==> src/rtl/mandelbrot_pixel_seq.sv <==
// Per-pixel sequencer for the Mandelbrot core: nibble-serial constant load, start strobe, escape counting.
// Optional cumulative ITER-cycle counter enabled by defining MANDEL_SEQ_PERF_EN.
module mandelbrot_pixel_seq #(
   parameter int ITER_W   = 8,
   parameter int MAX_ITER = 255
) (
   input  logic              clk,
   input  logic              rst_n,
   input  logic              req_valid,
   output logic              req_ready,
   input  logic [31:0]       req_cr,
   input  logic [31:0]       req_ci,
   output logic              res_valid,
   input  logic              res_ready,
   output logic [ITER_W-1:0] res_iter,
   output logic              res_escaped,
   output logic              acc_start,
   output logic [3:0]        acc_cr_nib,
   output logic [3:0]        acc_ci_nib,
   input  logic              acc_unbounded,
   output logic              busy,
   output logic [31:0]       perf_cycles
);

   localparam logic [ITER_W-1:0] MAX_ITER_C = ITER_W'(MAX_ITER);
   localparam logic [ITER_W-1:0] ONE_C      = ITER_W'(1);

   typedef enum logic [2:0] {
      S_IDLE  = 3'd0,
      S_LOAD  = 3'd1,
      S_START = 3'd2,
      S_SKIP  = 3'd3,
      S_ITER  = 3'd4,
      S_DONE  = 3'd5
   } state_t;

   state_t            state_r, state_s;
   logic [2:0]        k_r, k_s;
   logic [31:0]       cr_sh_r, cr_sh_s;
   logic [31:0]       ci_sh_r, ci_sh_s;
   logic [ITER_W-1:0] n_r, n_s;
   logic [ITER_W-1:0] res_iter_r, res_iter_s;
   logic              res_esc_r, res_esc_s;
   logic              req_ready_r, req_ready_s;
   logic              res_valid_r, res_valid_s;
   logic              busy_r, busy_s;
   logic              start_r, start_s;
   logic [3:0]        cr_nib_r, cr_nib_s;
   logic [3:0]        ci_nib_r, ci_nib_s;

   // Next-state and next-output logic; every output is computed for the state about to be entered.
   always_comb begin
      state_s    = state_r;
      k_s        = k_r;
      cr_sh_s    = cr_sh_r;
      ci_sh_s    = ci_sh_r;
      n_s        = n_r;
      res_iter_s = res_iter_r;
      res_esc_s  = res_esc_r;
      start_s    = 1'b0;
      cr_nib_s   = 4'h0;
      ci_nib_s   = 4'h0;
      case (state_r)
         S_IDLE: begin
            if (req_valid && req_ready_r) begin
               state_s  = S_LOAD;
               k_s      = 3'd0;
               cr_nib_s = req_cr[3:0];
               ci_nib_s = req_ci[3:0];
               cr_sh_s  = {4'h0, req_cr[31:4]};
               ci_sh_s  = {4'h0, req_ci[31:4]};
            end else begin
               state_s = S_IDLE;
            end
         end
         S_LOAD: begin
            // START must follow the eighth nibble directly, otherwise the core shifts once too often.
            if (k_r == 3'd7) begin
               state_s = S_START;
               start_s = 1'b1;
            end else begin
               k_s      = k_r + 3'd1;
               cr_nib_s = cr_sh_r[3:0];
               ci_nib_s = ci_sh_r[3:0];
               cr_sh_s  = {4'h0, cr_sh_r[31:4]};
               ci_sh_s  = {4'h0, ci_sh_r[31:4]};
            end
         end
         S_START: begin
            state_s = S_SKIP;
         end
         S_SKIP: begin
            // acc_unbounded still reflects the previous pixel here.
            n_s     = {ITER_W{1'b0}};
            state_s = S_ITER;
         end
         S_ITER: begin
            if (acc_unbounded) begin
               res_iter_s = n_r;
               res_esc_s  = 1'b1;
               state_s    = S_DONE;
            end else if ((n_r + ONE_C) == MAX_ITER_C) begin
               res_iter_s = MAX_ITER_C;
               res_esc_s  = 1'b0;
               state_s    = S_DONE;
            end else begin
               n_s = n_r + ONE_C;
            end
         end
         S_DONE: begin
            if (res_valid_r && res_ready) begin
               state_s = S_IDLE;
            end else begin
               state_s = S_DONE;
            end
         end
         default: begin
            state_s = S_IDLE;
         end
      endcase
      req_ready_s = (state_s == S_IDLE);
      res_valid_s = (state_s == S_DONE);
      busy_s      = (state_s != S_IDLE);
   end

   // State, datapath and output registers.
   always_ff @(posedge clk or negedge rst_n) begin
      if (!rst_n) begin
         state_r     <= S_IDLE;
         k_r         <= 3'd0;
         cr_sh_r     <= 32'd0;
         ci_sh_r     <= 32'd0;
         n_r         <= {ITER_W{1'b0}};
         res_iter_r  <= {ITER_W{1'b0}};
         res_esc_r   <= 1'b0;
         req_ready_r <= 1'b1;
         res_valid_r <= 1'b0;
         busy_r      <= 1'b0;
         start_r     <= 1'b0;
         cr_nib_r    <= 4'h0;
         ci_nib_r    <= 4'h0;
      end else begin
         state_r     <= state_s;
         k_r         <= k_s;
         cr_sh_r     <= cr_sh_s;
         ci_sh_r     <= ci_sh_s;
         n_r         <= n_s;
         res_iter_r  <= res_iter_s;
         res_esc_r   <= res_esc_s;
         req_ready_r <= req_ready_s;
         res_valid_r <= res_valid_s;
         busy_r      <= busy_s;
         start_r     <= start_s;
         cr_nib_r    <= cr_nib_s;
         ci_nib_r    <= ci_nib_s;
      end
   end

`ifdef MANDEL_SEQ_PERF_EN
   logic [31:0] perf_r;

   // Free-running count of ITER cycles, wraps naturally, cleared only by reset.
   always_ff @(posedge clk or negedge rst_n) begin
      if (!rst_n) begin
         perf_r <= 32'd0;
      end else if (state_r == S_ITER) begin
         perf_r <= perf_r + 32'd1;
      end else begin
         perf_r <= perf_r;
      end
   end

   assign perf_cycles = perf_r;
`else
   assign perf_cycles = 32'd0;
`endif

   assign req_ready   = req_ready_r;
   assign res_valid   = res_valid_r;
   assign res_iter    = res_iter_r;
   assign res_escaped = res_esc_r;
   assign acc_start   = start_r;
   assign acc_cr_nib  = cr_nib_r;
   assign acc_ci_nib  = ci_nib_r;
   assign busy        = busy_r;

endmodule

==> config.mk <==
export PLATFORM = sky130hd
export DESIGN_NAME = mandelbrot_pixel_seq
export DESIGN_NICKNAME = d
export VERILOG_FILES = /design/src/rtl/mandelbrot_pixel_seq.sv
export SDC_FILE = /design/constraint.sdc
export NUM_CORES = 1
export LEC_CHECK = 0
export CAP_MARGIN = 20
export CORE_UTILIZATION = 35
export CTS_BUF_LIST = sky130_fd_sc_hd__clkbuf_4
export DETAILED_ROUTE_END_ITERATION = 8
export GPL_ROUTABILITY_DRIVEN = 0
export REMOVE_ABC_BUFFERS = 1
export SLEW_MARGIN = 25
export SYNTH_ARGS = -nofsm -noshare
export SYNTH_HDL_FRONTEND = slang
export SYNTH_SLANG_ARGS = --single-unit
==> constraint.sdc <==
create_clock -name clk -period 5.2 [get_ports clk]
set_clock_uncertainty 0.2 [all_clocks]
set_input_delay 1.3 -clock clk [delete_from_list [all_inputs] [get_ports clk]]
set_output_delay 1.3 -clock clk [all_outputs]
set_load 0.02 [all_outputs]
==> flow_summary.ini, run 1 <==
[worst_setup_path]
path_delay_family = buffers and inverters
worstPathCellList = clkdlybuf4s50_1
critPathKind = flip-flop to primary output
worst-path-buf-inv = 1
slowest_delay_ps = 630
crit_slowest_cell = clkdlybuf4s50_1
end_kind = primary output
arrival_ps = 1660
cp-start-kind = flip-flop
path_max_fanout = 3
cp.required_ps = 3700

[global_routing]
grt_pass1_wl_mm = 15.63
antenna_found_initial = 0
track_usage_pct = 15.28
grt_pass1_vias = 3140
overflow = 0
grt_max_degree = 70

[clocking]
clock_latency_ps = 450
cts_buffers = 9
clock-sinks = 91
htree_levels = 3
ctsResizeCount = 0
clk_pin_slew_ps = 130
tritoncts = yes
hold_buffers = 0
root_buffer = clkbuf_4
clockBufferDepth = 2
postCtsSetupRepairBufs = 0

[synthesis]
synth-async-reset-ratio_pct = 100.0
netlist_area_um2 = 4493
ys_warn_count = 0
synthFlopType = dfrtp_1
ys_types = 53
synth.yosys.seq_area_share_pct = 50.71
netlist_instances = 432
syn_area_per_cell_um2 = 10.40
ys_ff_latch = 91
synth_enable_flop_cells = 0

[die]
start_util_pct = 35.75
dieArea_um2 = 13290
row_count = 41
ios = 122
die_h_um = 115.3
dieWidth_um = 115.3
core_um2 = 12570

[drt]
drt_iter0_markers = 128
via_per_inst = 4.726
dr.pass1.iters = 4
drc = 0
drt_wl_total_mm = 9.240
vias = 3242
wl_per_cell_um = 13.47
ant_nets = 0

[place]
portBuffers = 89
place_ws_ps = 1999
detailed_place_hpwl_mm = 6.449
placed_cell_area_um2 = 5403

[pwr]
comb_power_share_pct = 45.1
p_leak_nw = 2.517
switching_share_pct = 39.60
intPower_mw = 1.791
seqPwrFrac_pct = 40.4
power_density_nw_per_um2 = 533.5
ir_drop_v = 0.0002157
p_switching_mw = 1.174
p_clk_share_pct = 14.5

[sta]
tns_ps = 0
max_slew_margin_pct = 44.29
maxSlewViolCount = 0
fin_crit_sh_pct = 60.78
rsz0062_at_grt = false
whs_ps = 294.0
setup_viol = 0
hold_viol_final = 0
fin_ws_ps = 2039
worstMarginPinSlew_ps = 835.7
max_freq_mhz = 316.4
min_period_ps = 3161

[cells_and_area]
fin_area_um2 = 5558
area_growth_pct = 23.70
nNetsFinal = 582
drive_gt1_share_pct = 7.198
n_antenna_cell = 0

[run]
maxCapViolations = 0

[min_path]
hold_class = flip-flop to flip-flop

[status]
outcome = completed
[per-layer routing]
| layer | track usage (%) | vias up | wire length [um] |
|---|---|---|---|
| li1 | - | 1615 | - |
| met2 | 22.75 | 91 | 4122 |
| met3 | 5.113 | 14 | 621 |
| met4 | 6.926 | 0 | 181 |
| met1 | 20.10 | 1522 | 4315 |
| met5 | 0 | - | 0 |
[path summary, 6_finish.rpt]
| check | start | end | slack [ps] | cells after the start |
|---|---|---|---|---|
| setup / recovery | req_ready$_DFF_PN1_ | req_ready | 2040 | 1 |
| hold / removal | cr_sh_r[23]$_DFFE_PN0P_ | cr_sh_r[23]$_DFFE_PN0P_ | 290 | 2 |
| setup reg to reg | k_r[0]$_DFFE_PN0P_ | k_r[0]$_DFFE_PN0P_ | 2380 | 7 |
| hold reg to reg | cr_sh_r[23]$_DFFE_PN0P_ | cr_sh_r[23]$_DFFE_PN0P_ | 290 | 2 |
| max in group asynchronous | rst_n | acc_ci_nib[0]$_DFF_PN0_ | 3150 | 2 |
| min in group asynchronous | rst_n | res_valid$_DFF_PN0_ | 660 | 1 |
[power by group through the flow]
stage	Sequential, mW	Combinational (mW)	Clock [mW]
detailed placement	1.22	1.36	0
CTS	1.20	1.36	0.454
finish	1.20	1.34	0.430
global placement	1.21	1.33	0
floorplan	1.22	0.955	0
global route	1.25	1.51	0.486
[cells by family after synthesis]
| logic type | after synthesis | synth area share (%) |
|---|---|---|
| simple gates | 119 | 12.81 |
| compound gates | 102 | 15.07 |
| flops | 91 | 50.71 |
| buf+inv | 63 | 8.605 |
| mux | 51 | 11.42 |
| fa+ha+maj | 4 | 1.114 |
| other cells | 1 | 0.08346 |
| xor+xnor | 1 | 0.1950 |
[state kept, by name, summed over array words and instances (netlist names)]
signal and count:
res_escaped 1, acc_cr_nib 4, k_r 3, n_r 8, ci_sh_r 28, acc_ci_nib 4
res_iter 8, acc_start 1, req_ready 1, res_valid 1, cr_sh_r 28, state_r 3
busy 1
[synth_stat cells (all sizes together) (2+ instances only)]
cell type	n	area, um^2
a21oi	8	40.04
and2	4	25.02
a311oi	2	23.77
o211ai	3	22.52
nor3	4	20.02
nand2	76	285.3
a211oi	3	22.52
o21a	2	15.01
inv	4	15.01
mux2	2	22.52
nand3	10	50.05
mux2i	49	490.5
o221a	2	22.52
o21ai	54	270.3
a22o	18	157.7
clkbuf	10	37.54
nor2	6	25.03
dfrtp	90	2252
and3	3	23.77
and4	2	20.02
nand4	2	25.02
nor4b	2	17.52
ha	4	50.05
buf	49	334.1
nor3b	2	25.02
[tightest hold or removal path, stage by stage (launching register included)]
cell     delay, ps
dfrtp_1        370
nand2_1         40
o21ai_0         60
[placed cells by master, fill, tap and decap left out, types with 3 or more instances in the layout]
cell type and instances:
clkbuf_4 10, o21ai_0 46, conb_1 32, ha_1 4
and2_1 4, clkdlybuf4s50_1 88, dfrtp_1 90, nand3_1 10
nand2_1 76, inv_1 4, nor3_1 4, nor2_1 5
a211oi_1 3, mux2i_1 49, a21oi_1 8, o211ai_1 3
a22o_1 18, buf_4 6, o21ai_1 8
[area by class of cell]
cell class	instances	area (um^2)
well taps	172	215.2
clock inverters	6	80.08
clock buffers	10	75.07
inverters	4	15.01
flip-flops and latches	91	2278
multi-input cells	309	1968
repair buffers	94	925.9
fillers	1244	7010
[stage by stage]
stage               utilization, %  cells  total power [mW]
floorplan                        -    404             2.176
global placement             42.99    670             2.539
detailed placement           42.99    670             2.576
CTS                          44.22    686             3.014
global route                 44.22    686             3.241
finish                       44.22    686             2.965
(Power assumes the default switching activity.)
==> inputs of run 2 (changes only) <==
clock period = 3.2 ns   (was 5.2 ns; I/O delays follow)
==> run 2 against run 1 <==
Final cell count is 0.15% higher. Worst hold slack worse by 110 ps. Non-clock buffer count is 1 higher. Via count grew 1.4%. Critical path type unchanged. Critical endpoint unchanged. Largest cell class unchanged. Largest power group unchanged. Highest routed layer unchanged.
==> flow_summary.ini, run 2 (synthesized netlist as in run 1, its figures left out) <==
[cells_and_area]
n_antenna_cell = 0
stdcell_count = 687
final_common_cell = dfrtp_1
nNetsFinal = 583
reg_top3 = ci_sh_r (28), cr_sh_r (28)
most-common-layout-cells = 90 x dfrtp_1, 88 x clkdlybuf4s50_1, 76 x nand2_1, 49 x mux2i_1, 46 x o21ai_0
drive_gt1_share_pct = 7.767
area_growth_pct = 24.12

[die]
dieArea_um2 = 13290
die_h_um = 115.3
core_um2 = 12570
start_util_pct = 35.75
row_count = 41
ios = 122
dieWidth_um = 115.3

[sta]
worstMarginPinSlew_ps = 849.1
fin_crit_sh_pct = 83.49
max_freq_mhz = 374.3
rsz0062_at_grt = false
min_period_ps = 2672
max_slew_margin_pct = 43.39
hold_viol_final = 0
maxSlewViolCount = 0
setup_viol = 0

[drt]
drt_wl_total_mm = 9.408
via_per_inst = 4.785
dr.pass1.iters = 4
vias = 3287
ant_nets = 0
wl_per_cell_um = 13.69
drt_iter0_markers = 132
drc = 0

[worst_setup_path]
end_kind = primary output
arrival_ps = 1670
cp.required_ps = 2200
path_delay_family = buffers and inverters
r2r_slack_ps = 870
critPathKind = flip-flop to primary output
cp-start-kind = flip-flop
slowest_delay_ps = 620
worstPathCellList = clkdlybuf4s50_1
worst-path-buf-inv = 1
path_max_fanout = 3
crit_slowest_cell = clkdlybuf4s50_1

[place]
detailed_place_hpwl_mm = 6.469
portBuffers = 89
placedCellCount = 671

[clocking]
ctsResizeCount = 0
hold_buffers = 0
root_buffer = clkbuf_4
tritoncts = yes
cts_buffers = 9
clockBufferDepth = 2
htree_levels = 3
clk_pin_slew_ps = 140
postCtsSetupRepairBufs = 0
clock-sinks = 91
clock_latency_ps = 470

[pwr]
p_clk_share_pct = 13.7
comb_power_share_pct = 45.8
seqPwrFrac_pct = 40.4
intPower_mw = 2.885
switching_share_pct = 40.14
ir_drop_v = 0.0005338
p_switching_mw = 1.935
power_mw = 4.820
p_leak_nw = 2.527
power_density_nw_per_um2 = 864.4

[run]
maxCapViolations = 0

[min_path]
hold_class = primary input to asynchronous set/reset pin

[status]
outcome = completed

[global_routing]
grt_pass1_wl_mm = 15.90
grt_max_degree = 102
antenna_found_initial = 0
overflow = 0
grt_pass1_vias = 3157
track_usage_pct = 15.58
-- run 2: cell count changes in the layout (fill, tap and decap cells not counted), sizes merged --
cell,delta
clkinv,-1
buf,+1
bufinv,-1
clkbuf,+2
-- run 2: layout make-up --
type,count,area [um^2]
Clock buffer,12,90.09
Clock inverter,4,51.30
Fill cell,1225,6992
Inverter,4,15.01
Multi-Input combinational cell,309,1968
Sequential cell,91,2278
Tap cell,172,215.2
Timing Repair Buffer,95,958.4
-- run 2: power by group through the flow --
stage,clock network (mW),registers (mW),logic (mW)
floorplan,0,1.98,1.55
global placement,0,1.96,2.19
detailed placement,0,1.98,2.26
CTS,0.687,1.95,2.26
global route,0.729,2.02,2.51
finish,0.662,1.95,2.21
-- run 2: worst register-to-register path: stages (launching register included) --
cell     delay, ps
dfrtp_1        540
nor2_1         430
and4_1         830
a22o_1         280
-- run 2: path summary, 6_finish.rpt --
kind	cells past startpoint	startpoint	endpoint
max in group asynchronous	2	rst_n	ci_sh_r[16]$_DFFE_PN0P_
setup / recovery	1	req_ready$_DFF_PN1_	req_ready
hold / removal	1	rst_n	res_iter[5]$_DFFE_PN0P_
min in group clk	2	ci_sh_r[0]$_DFFE_PN0P_	ci_sh_r[0]$_DFFE_PN0P_
setup reg to reg	3	state_r[1]$_DFF_PN0_	cr_sh_r[26]$_DFFE_PN0P_
hold reg to reg	2	ci_sh_r[0]$_DFFE_PN0P_	ci_sh_r[0]$_DFFE_PN0P_
-- run 2: routing by layer --
layer	vias up	GRT usage, %	part of all wire (%)
met5	-	0	0
met2	88	24.47	47
met4	0	6.494	1.5
li1	1619	-	-
met1	1571	20.14	46
met3	9	4.428	6.1
-- run 2: metrics by stage --
step           worst slack [ps]  util (%)  hold WS, ps  TNS, ps  area (um^2)
3_3_place_gp              535.5     43.25        260.7        0         5435
3_5_place_dp              495.8     43.25        270.0        0         5435
4_1_cts                   490.9     44.37        193.7        0         5577
6_report                  528.3     44.37        180.6        0         5577
5_1_grt                   470.0     44.37        220.7        0         5577
2_1_floorplan            -876.4         -        249.6   -49310         4238
==> inputs of run 3 (changes only) <==
clock period = 2.3 ns   (was 3.2 ns; I/O delays follow)
==> run 3 against run 2 <==
Die area stayed put. Register-to-register slack worse by 730 ps. Cell area is 2.6% higher. Power is 43% higher. Sequential power grew 36%. Non-clock buffer count increased by 12. Setup slack got worse by 440 ps. Critical endpoint is now acc_ci_nib[1]. Via count decreased by 0.30%.
==> flow_summary.ini, run 3 (synthesized netlist as in run 1, its figures left out) <==
[pwr]
comb_power_share_pct = 50.1
p_switching_mw = 2.756
p_leak_nw = 2.652
intPower_mw = 4.144
seqPwrFrac_pct = 38.5
switching_share_pct = 39.94
power_density_nw_per_um2 = 1206
ir_drop_v = 0.0005982
p_clk_share_pct = 11.4

[min_path]
hold_class = flip-flop to flip-flop
min_from = ci_sh_r[7]$_DFFE_PN0P_
min_to = ci_sh_r[7]$_DFFE_PN0P_
hold_depth = 2

[clocking]
clk_pin_slew_ps = 150
cts_buffers = 9
root_buffer = clkbuf_4
postCtsSetupRepairBufs = 0
htree_levels = 3
tritoncts = yes
clock_latency_ps = 460
clockBufferDepth = 2
clock-sinks = 91

[worst_setup_path]
critPathKind = flip-flop to primary output
arrival_ps = 1440
path_delay_family = buffers and inverters
worstPathCellList = clkdlybuf4s50_1
end_kind = primary output
r2r_slack_ps = 140
cp-start-kind = flip-flop
r2r_end = n_r[0]$_DFFE_PN0P_
timing.rr.start = n_r[0]$_DFFE_PN0P_
worst-path-buf-inv = 1
path_max_fanout = 1
slowest_delay_ps = 620
ff2ff_path_depth = 6
cp.required_ps = 1520
crit_slowest_cell = clkdlybuf4s50_1

[die]
start_util_pct = 35.75
core_um2 = 12570
dieWidth_um = 115.3
die_h_um = 115.3
dieArea_um2 = 13290
ios = 122
row_count = 41

[drt]
top_layer = met4
dr.pass1.iters = 4
vias = 3277
wl_per_cell_um = 13.43
wl_met1_mm = 4.152
drt_iter0_markers = 129
drt_wl_total_mm = 9.391
dr_wl_met3_um = 700
drc = 0
ant_nets = 0
via_per_inst = 4.688
met2_length_mm = 4.486

[global_routing]
grt_max_degree = 50
grt_pass1_vias = 3131
track_usage_pct = 15.37
overflow = 0
grt_pass1_wl_mm = 15.61
antenna_found_initial = 0

[cells_and_area]
drive_gt1_share_pct = 9.298
final_common_cell = dfrtp_1
n_antenna_cell = 0
reg_top3 = ci_sh_r (28), cr_sh_r (28)
area_growth_pct = 27.37
post-route-util_pct = 45.54
most-common-layout-cells = 90 x dfrtp_1, 83 x clkdlybuf4s50_1, 76 x nand2_1, 49 x mux2i_1, 46 x o21ai_0
nNetsFinal = 595

[sta]
whs_ps = 296.2
setup_viol = 0
min_period_ps = 2212
rsz0062_at_grt = false
fin_crit_sh_pct = 96.18
max_freq_mhz = 452.1
hold_viol_final = 0
maxSlewViolCount = 0

[run]
maxCapViolations = 0

[place]
portBuffers = 89
detailed_place_hpwl_mm = 6.689

[status]
outcome = completed
## run 3: power groups by stage
stage	Combinational, mW	Sequential (mW)	Clock, mW
2_1_floorplan	1.92	2.75	0
3_3_place_gp	3.44	2.67	0
3_5_place_dp	3.52	2.70	0
4_1_cts	3.51	2.66	0.840
5_1_grt	3.88	2.75	0.894
6_report	3.46	2.65	0.790
## run 3: layer usage
| metal | GRT usage, % | up-vias |
|---|---|---|
| met5 | 0 | - |
| met4 | 3.377 | 0 |
| met3 | 6.906 | 4 |
| met2 | 25.11 | 98 |
| met1 | 18.62 | 1531 |
| li1 | - | 1644 |
## run 3: worst max path at each step
stage                                        from                     end  slack [ps]  cells past startpoint
after floorplan              state_r[2]$_DFF_PN0_  ci_sh_r[0]$_DFFE_PN0P_       -1780                      3
after global placement              acc_unbounded      n_r[4]$_DFFE_PN0P_          30                      4
after detailed placement            acc_unbounded      n_r[0]$_DFFE_PN0P_          30                      5
after CTS                 acc_ci_nib[1]$_DFF_PN0_           acc_ci_nib[1]          10                      1
after global routing      res_iter[4]$_DFFE_PN0P_             res_iter[4]          10                      1
final                     acc_ci_nib[1]$_DFF_PN0_           acc_ci_nib[1]          90                      1
## run 3: what timing repair did
item,CTS,global route
hold endpoints to repair,32,0
hold buffers,1,0
endpoints found under the setup margin,1,19
resized for setup,1,5
## run 3: final cells by class
type	instances	area [um^2]
inverter	4	15.01
multi-input combinational	309	1977
timing repair buffer	107	1122
sequential	91	2278
fill	1235	6845
clock buffer	10	75.07
tap	172	215.2
clock inverter	6	40.04
## run 3: stage by stage
stage	worst slack [ps]	std cells	instance area, um^2	power (mW)	TNS, ps
after CTS	10.10	699	5704	7.015	0
after floorplan	-1776	404	4238	4.676	-104910
after global routing	13.11	699	5723	7.522	0
after global placement	28.16	682	5580	6.115	0
final	87.88	699	5723	6.900	0
after detailed placement	31.48	682	5580	6.217	0
